[src/rtl/id_pkg.sv]
// Shared definitions for the instruction-decode stage.
//   - RV32 base opcodes handled by the decoder
//   - control field widths and the memread bit position
//   - ctl_t: packed {wb[1:0], m[2:0], ex[2:0]} bundle carried into EX
//   - per-format control words and immediate-format selector
package id_pkg;

  localparam logic [6:0] OP_R      = 7'b0110011;
  localparam logic [6:0] OP_I      = 7'b0010011;
  localparam logic [6:0] OP_LOAD   = 7'b0000011;
  localparam logic [6:0] OP_STORE  = 7'b0100011;
  localparam logic [6:0] OP_BRANCH = 7'b1100011;

  localparam int WB_W = 2;  // {regwrite, memtoreg}
  localparam int M_W  = 3;  // {branch, memread, memwrite}
  localparam int EX_W = 3;  // {alusrc, aluop[1:0]}

  localparam int M_MEMREAD = 1;

  typedef struct packed {
    logic [WB_W-1:0] wb;
    logic [M_W-1:0]  m;
    logic [EX_W-1:0] ex;
  } ctl_t;

  localparam ctl_t CTL_NONE   = '{wb: 2'b00, m: 3'b000, ex: 3'b000};
  localparam ctl_t CTL_R      = '{wb: 2'b10, m: 3'b000, ex: 3'b010};
  localparam ctl_t CTL_I      = '{wb: 2'b10, m: 3'b000, ex: 3'b110};
  localparam ctl_t CTL_LOAD   = '{wb: 2'b11, m: 3'b010, ex: 3'b100};
  localparam ctl_t CTL_STORE  = '{wb: 2'b00, m: 3'b001, ex: 3'b100};
  localparam ctl_t CTL_BRANCH = '{wb: 2'b00, m: 3'b100, ex: 3'b001};

  typedef enum logic [1:0] {
    IMM_NONE,
    IMM_I,
    IMM_S,
    IMM_B
  } imm_sel_e;

endpackage

[src/rtl/id_regfile.sv]
// Architectural register file for the decode stage.
//   clk_i, rst_i          : clock, asynchronous active-high clear of all registers
//   we_i, waddr_i, wdata_i: writeback port (writes to register 0 are dropped)
//   raddr1_i, raddr2_i    : combinational read addresses
//   rdata1_o, rdata2_o    : read data; register 0 reads 0, a same-cycle write
//                           to the addressed register is forwarded
module id_regfile #(
  parameter  int XLEN  = 32,
  parameter  int NREGS = 32,
  localparam int RA    = $clog2(NREGS)
) (
  input  logic            clk_i,
  input  logic            rst_i,
  input  logic            we_i,
  input  logic [RA-1:0]   waddr_i,
  input  logic [XLEN-1:0] wdata_i,
  input  logic [RA-1:0]   raddr1_i,
  input  logic [RA-1:0]   raddr2_i,
  output logic [XLEN-1:0] rdata1_o,
  output logic [XLEN-1:0] rdata2_o
);

  logic [XLEN-1:0] regs_q [NREGS];

  always_ff @(posedge clk_i or posedge rst_i) begin
    if (rst_i) begin
      for (int i = 0; i < NREGS; i++) regs_q[i] <= '0;
    end else if (we_i && (waddr_i != '0)) begin
      regs_q[waddr_i] <= wdata_i;
    end
  end

  // Write-through lets an instruction in ID see the value WB is writing this cycle.
  assign rdata1_o = (raddr1_i == '0)                     ? '0      :
                    (we_i && (waddr_i == raddr1_i))      ? wdata_i :
                                                           regs_q[raddr1_i];
  assign rdata2_o = (raddr2_i == '0)                     ? '0      :
                    (we_i && (waddr_i == raddr2_i))      ? wdata_i :
                                                           regs_q[raddr2_i];

endmodule

[src/rtl/id_stage_hz.sv]
// RV32-style instruction-decode stage with load-use hazard detection.
//   clock, reset          : clock, asynchronous active-high reset
//   if_id_*               : instruction, PC+4 and valid from the IF/ID register
//   wb_*                  : register writeback from WB
//   flush                 : branch taken in EX, kill the instruction in ID
//   stall, illegal        : combinational hold request / unknown-opcode flag
//   id_ex_valid .. rd_out : registered ID/EX pipeline contents for EX
module id_stage_hz
  import id_pkg::*;
#(
  parameter  int              XLEN     = 32,
  parameter  int              NREGS    = 32,
  parameter  logic [XLEN-1:0] RESET_PC = '0,
  localparam int              RA       = $clog2(NREGS)
) (
  input  logic            clock,
  input  logic            reset,
  input  logic            if_id_valid,
  input  logic [31:0]     if_id_instruction,
  input  logic [XLEN-1:0] if_id_npc,
  input  logic            wb_regwrite,
  input  logic [RA-1:0]   wb_rd,
  input  logic [XLEN-1:0] wb_writedata,
  input  logic            flush,
  output logic            stall,
  output logic            illegal,
  output logic            id_ex_valid,
  output logic [1:0]      wb_ctl,
  output logic [2:0]      m_ctl,
  output logic [2:0]      ex_ctl,
  output logic [XLEN-1:0] npc_out,
  output logic [XLEN-1:0] rdata1_out,
  output logic [XLEN-1:0] rdata2_out,
  output logic [XLEN-1:0] imm_out,
  output logic [RA-1:0]   rs1_out,
  output logic [RA-1:0]   rs2_out,
  output logic [RA-1:0]   rd_out
);

  logic [31:0]   instr;
  logic [6:0]    opcode;
  logic [RA-1:0] rs1, rs2, rd;
  logic          unused_instr_bits;

  assign instr  = if_id_instruction;
  assign opcode = instr[6:0];
  assign rd     = instr[7 +: RA];
  assign rs1    = instr[15 +: RA];
  assign rs2    = instr[20 +: RA];
  // funct3/funct7 (and index bits above RA) do not affect this stage.
  assign unused_instr_bits = ^instr;

  // Control decode
  ctl_t     ctl_dec;
  imm_sel_e imm_sel;
  logic     legal, rs2_used;

  always_comb begin
    ctl_dec  = CTL_NONE;
    imm_sel  = IMM_NONE;
    legal    = 1'b1;
    rs2_used = 1'b0;
    case (opcode)
      OP_R:      begin ctl_dec = CTL_R;                          rs2_used = 1'b1; end
      OP_I:      begin ctl_dec = CTL_I;      imm_sel = IMM_I;                     end
      OP_LOAD:   begin ctl_dec = CTL_LOAD;   imm_sel = IMM_I;                     end
      OP_STORE:  begin ctl_dec = CTL_STORE;  imm_sel = IMM_S;  rs2_used = 1'b1; end
      OP_BRANCH: begin ctl_dec = CTL_BRANCH; imm_sel = IMM_B;  rs2_used = 1'b1; end
      default:   legal = 1'b0;
    endcase
  end

  assign illegal = if_id_valid & ~legal;

  // Immediate generation
  logic [XLEN-1:0] imm;

  always_comb begin
    case (imm_sel)
      IMM_I:   imm = {{(XLEN-12){instr[31]}}, instr[31:20]};
      IMM_S:   imm = {{(XLEN-12){instr[31]}}, instr[31:25], instr[11:7]};
      IMM_B:   imm = {{(XLEN-12){instr[31]}}, instr[7], instr[30:25], instr[11:8], 1'b0};
      default: imm = '0;
    endcase
  end

  logic [XLEN-1:0] rdata1, rdata2;

  id_regfile #(.XLEN(XLEN), .NREGS(NREGS)) u_regfile (
    .clk_i    (clock),
    .rst_i    (reset),
    .we_i     (wb_regwrite),
    .waddr_i  (wb_rd),
    .wdata_i  (wb_writedata),
    .raddr1_i (rs1),
    .raddr2_i (rs2),
    .rdata1_o (rdata1),
    .rdata2_o (rdata2)
  );

  // ID/EX register state
  logic            valid_q, valid_d;
  ctl_t            ctl_q, ctl_d;
  logic [XLEN-1:0] npc_q, npc_d, rd1_q, rd1_d, rd2_q, rd2_d, imm_q, imm_d;
  logic [RA-1:0]   rs1_q, rs1_d, rs2_q, rs2_d, rd_q, rd_d;
  logic            hz;

  // A load in EX whose destination feeds the instruction in ID must wait one cycle.
  assign hz = if_id_valid & valid_q & ctl_q.m[M_MEMREAD] & (rd_q != '0) &
              ((rd_q == rs1) | (rs2_used & (rd_q == rs2)));
  assign stall = hz & ~flush;

  always_comb begin
    valid_d = 1'b0;
    ctl_d   = CTL_NONE;
    npc_d   = '0;
    rd1_d   = '0;
    rd2_d   = '0;
    imm_d   = '0;
    rs1_d   = '0;
    rs2_d   = '0;
    rd_d    = '0;
    // Flush and hazard both insert a bubble; otherwise take the decoded instruction.
    if (!(flush || hz)) begin
      valid_d = if_id_valid & ~illegal;
      ctl_d   = if_id_valid ? ctl_dec : CTL_NONE;
      npc_d   = if_id_npc;
      rd1_d   = rdata1;
      rd2_d   = rdata2;
      imm_d   = imm;
      rs1_d   = rs1;
      rs2_d   = rs2;
      rd_d    = rd;
    end
  end

  always_ff @(posedge clock or posedge reset) begin
    if (reset) begin
      valid_q <= 1'b0;
      ctl_q   <= CTL_NONE;
      npc_q   <= RESET_PC;
      rd1_q   <= '0;
      rd2_q   <= '0;
      imm_q   <= '0;
      rs1_q   <= '0;
      rs2_q   <= '0;
      rd_q    <= '0;
    end else begin
      valid_q <= valid_d;
      ctl_q   <= ctl_d;
      npc_q   <= npc_d;
      rd1_q   <= rd1_d;
      rd2_q   <= rd2_d;
      imm_q   <= imm_d;
      rs1_q   <= rs1_d;
      rs2_q   <= rs2_d;
      rd_q    <= rd_d;
    end
  end

  assign id_ex_valid = valid_q;
  assign wb_ctl      = ctl_q.wb;
  assign m_ctl       = ctl_q.m;
  assign ex_ctl      = ctl_q.ex;
  assign npc_out     = npc_q;
  assign rdata1_out  = rd1_q;
  assign rdata2_out  = rd2_q;
  assign imm_out     = imm_q;
  assign rs1_out     = rs1_q;
  assign rs2_out     = rs2_q;
  assign rd_out      = rd_q;

endmodule

[config.mk]
export PLATFORM = sky130hd
export DESIGN_NAME = id_stage_hz
export DESIGN_NICKNAME = d
export VERILOG_FILES = /design/src/rtl/id_pkg.sv /design/src/rtl/id_regfile.sv /design/src/rtl/id_stage_hz.sv
export SDC_FILE = /design/constraint.sdc
export NUM_CORES = 2
export LEC_CHECK = 0
export ABC_AREA = 1
export CAP_MARGIN = 40
export CORE_UTILIZATION = 45
export DETAILED_ROUTE_END_ITERATION = 8
export SYNTH_ARGS = -nofsm -noshare
export SYNTH_HDL_FRONTEND = slang
export SYNTH_HIERARCHICAL = 1
export SYNTH_SLANG_ARGS = --single-unit
[constraint.sdc]
create_clock -name clock -period 38.1 [get_ports clock]
set_input_delay 3.81 -clock clock [delete_from_list [all_inputs] [get_ports clock]]
set_output_delay 3.81 -clock clock [all_outputs]
set_load 0.02 [all_outputs]
==> results.cfg <==
[global_route]
grt_max_degree = 212
grt_pass1_wl_um = 362700
overflow = 0
antenna_found_initial = 9
grt_usage_pct = 33.94
grt_pass1_vias = 57370

[synth]
yosys.area_share.adder_pct = 0
yosysMostFrequentCell = nand2_1
ys_seq_area_share_pct = 45.85
ys_warn_count = 6
synth_simple_gate_area_share_pct = 28.06
ys.flop_type = dfrtp_1
synth_edf_count = 0
ys_seq_elements = 1155
synth_compound_area_share_pct = 16.19
syn_inst = 8899
avgSynthCellArea_um2 = 7.083
synth_commonest_cells = nand2_1 (2,638), o21ai_0 (1,332), dfrtp_1 (1,155)
synth.area.top_cells = dfrtp_1 (46%), nand2_1 (16%), o21ai_0 (11%)
syn-num-nets = 9005
synth_xor_area_share_pct = 0.1667
yosysTopAreaCellShare_pct = 45.85
netlist_area_um2 = 63040
synth_mux_area_share_pct = 0
synth_top_area_cell = dfrtp_1
async_flop_share_pct = 100.0
synth_top_family_by_area = simple AND/OR/NAND/NOR gates
yosysUniqueCellTypes = 33

[finish]
n_fill_cell = 13600
final_cells = 10620
stdcell_area_um2 = 71210
area_delta_synth_final_pct = 12.97
nets = 8770
final_util_pct = 51.54
final_layout_size_suffix_gt1_share_pct = 5.278

[clock_tree]
htree_levels = 4
numCtsBuffers = 137
cts_sinks = 1155
clock_latency_ns = 0.78
cts-resized-gates = 0
clk_path_buf_depth = 3
cts_setup_buffers = 0
clock-root-buffer = clkbuf_16
ctsHoldBuffers = 0
cts_tree = built
clkTransAtPathRegs_ns = 0.05

[worst_setup_path]
endpoint_kind = output pin
slowest_delay_ns = 0.61
r2r_setup_slack_ns = 35.24
start_kind = input port
slowest_stage = clkdlybuf4s50_1
critPathTopFamily = buffers and inverters
crit_fanout = 5
arrival_ns = 5.73
crit_path_cell_trace = clkdlybuf4s50_1, inv_2, nor2_1, o21ai_1, nor2_1, nand2_1, nand2_1, nand2_2, nor2_1, clkdlybuf4s50_1
required_ns = 34.29
critPathKind = in2out
cp_common_cell = nor2_1
path_buf_inv = 3

[floorplan]
coreArea_um2 = 138200
initial_core_util_pct = 45.62
io_pins = 260
fp.dieH_um = 376.3
num_rows = 136
die_w_um = 376.3
dieArea_um2 = 141600

[run_status]
status = completed

[routing]
detail_route.iter0.violations = 7714
vias = 61320
viasPerCell = 5.772
drt-total-wl_um = 242300
ant_nets = 0
drt-pass1-iter-count = 7
routedWlPerCell_um = 22.80
drc_errors = 0

[placement]
routabilityCongestion = 0.8574
placed_cells = 10390
dp_hpwl_um = 133100
dp_slack_ns = 28.59
io_buffers = 256
dpl-instance-area_um2 = 66740

[sta]
setup_slack_ns = 28.56
min_period_ns = 9.541
finalCritPeriodShare_pct = 25.04
hold_ws_ns = 0.3736
fmax_ghz = 0.1048
tns_ns = 0
setup_violations = 0
fin_skew_ns = 0.01820
tightest_slew_ns = 1.243
slew_headroom_pct = 17.15
rsz0062_at_grt = no
slew_violations = 0
hold_viol_final = 0

[pwr]
p_leak_nw = 34.33
power.density_nw_per_um2 = 50.40
vdd_ir_drop_max_v = 0.00004104
power_mw = 3.589

[flow_run]
cap_violations = 0

[min_path]
min_path_type = reg2reg
-- worst reg2reg max path, delay by kind of cell, from the launching register on --
kind	cells	cell delay (ns)
AND/OR/NAND/NOR	7	1.25
XOR/XNOR	1	0.18
buffers and inverters	1	0.82
flip-flops	1	0.43
-- flip-flops by register name (all words and copies together), names as in the netlist --
signal            flops
ex_ctl                3
id_ex_valid           1
imm_out              13
m_ctl                 2
npc_out              32
rd_out                5
rdata1_out           32
rdata2_out           32
rs1_out               5
rs2_out               5
u_regfile/regs_q   1024
wb_ctl                1
-- cell families after synthesis --
family / Yosys count
buffers and inverters: 1525
XOR/XNOR: 12
AO/OA/AOI/OAI: 1926
flip-flops: 1155
AND/OR/NAND/NOR: 4281
-- layout by cell type (no fill, tap or decap), types with 5 or more instances in the layout --
master and count:
clkbuf_8 27, or2_2 48, inv_2 12, clkdlybuf4s50_1 246
buf_16 35, a21oi_1 305, clkbuf_1 29, nor2_1 530
clkbuf_16 143, o22ai_1 6, buf_4 89, inv_1 741
nor3_2 8, o21ai_1 60, xor2_1 7, inv_6 5
buf_12 10, o21ai_0 1332, bufinv_16 10, buf_8 5
nand2_4 28, clkinv_2 16, xnor2_1 5, dfrtp_1 1155
nand2_1 2638, diode_2 8, o211ai_1 219, nand3_1 1008
nor2_4 6
-- report_power, final --
part / switching [mW] / internal [mW]
registers: 0.134 / 1.44
logic: 0.441 / 0.246
clock network: 0.531 / 0.798
-- cell type report --
class / instances / area, um^2 / share of cell area [%]
Clock buffer: 198 / 4045 / 5.680
Tap cell: 1863 / 2331 / 3.273
Multi-Input combinational cell: 6219 / 28180 / 39.57
Antenna cell: 8 / 20.02 / 0.02811
Clock inverter: 30 / 412.9 / 0.5798
Timing Repair Buffer: 389 / 4410 / 6.193
Inverter: 762 / 2910 / 4.087
Sequential cell: 1155 / 28900 / 40.59
-- path summary, 6_finish.rpt --
path | from | endpoint | depth (start not counted)
setup / recovery | if_id_instruction[5] | stall | 10
max in group asynchronous | reset | u_regfile/regs_q[980]$_DFFE_PP0P_ | 6
min in group asynchronous | reset | u_regfile/regs_q[70]$_DFFE_PP0P_ | 2
hold / removal | u_regfile/regs_q[1012]$_DFFE_PP0P_ | u_regfile/regs_q[1012]$_DFFE_PP0P_ | 0
setup reg to reg | rd_out[4]$_DFF_PP0_ | rdata1_out[18]$_DFF_PP0_ | 9
hold reg to reg | u_regfile/regs_q[1012]$_DFFE_PP0P_ | u_regfile/regs_q[1012]$_DFFE_PP0P_ | 0
-- per-layer routing --
layer  vias to the layer above  part of all wire (%)  track usage [%]  routed length [um]
met5                         -                0.0066                0                  16
met4                         2                   4.7            16.34               11460
met3                       626                    10            6.631               24960
met2                      3295                    44            52.10              106900
met1                     29220                    41            45.95               98960
li1                      28180                     -                -                   -
(Power assumes the default switching activity.)
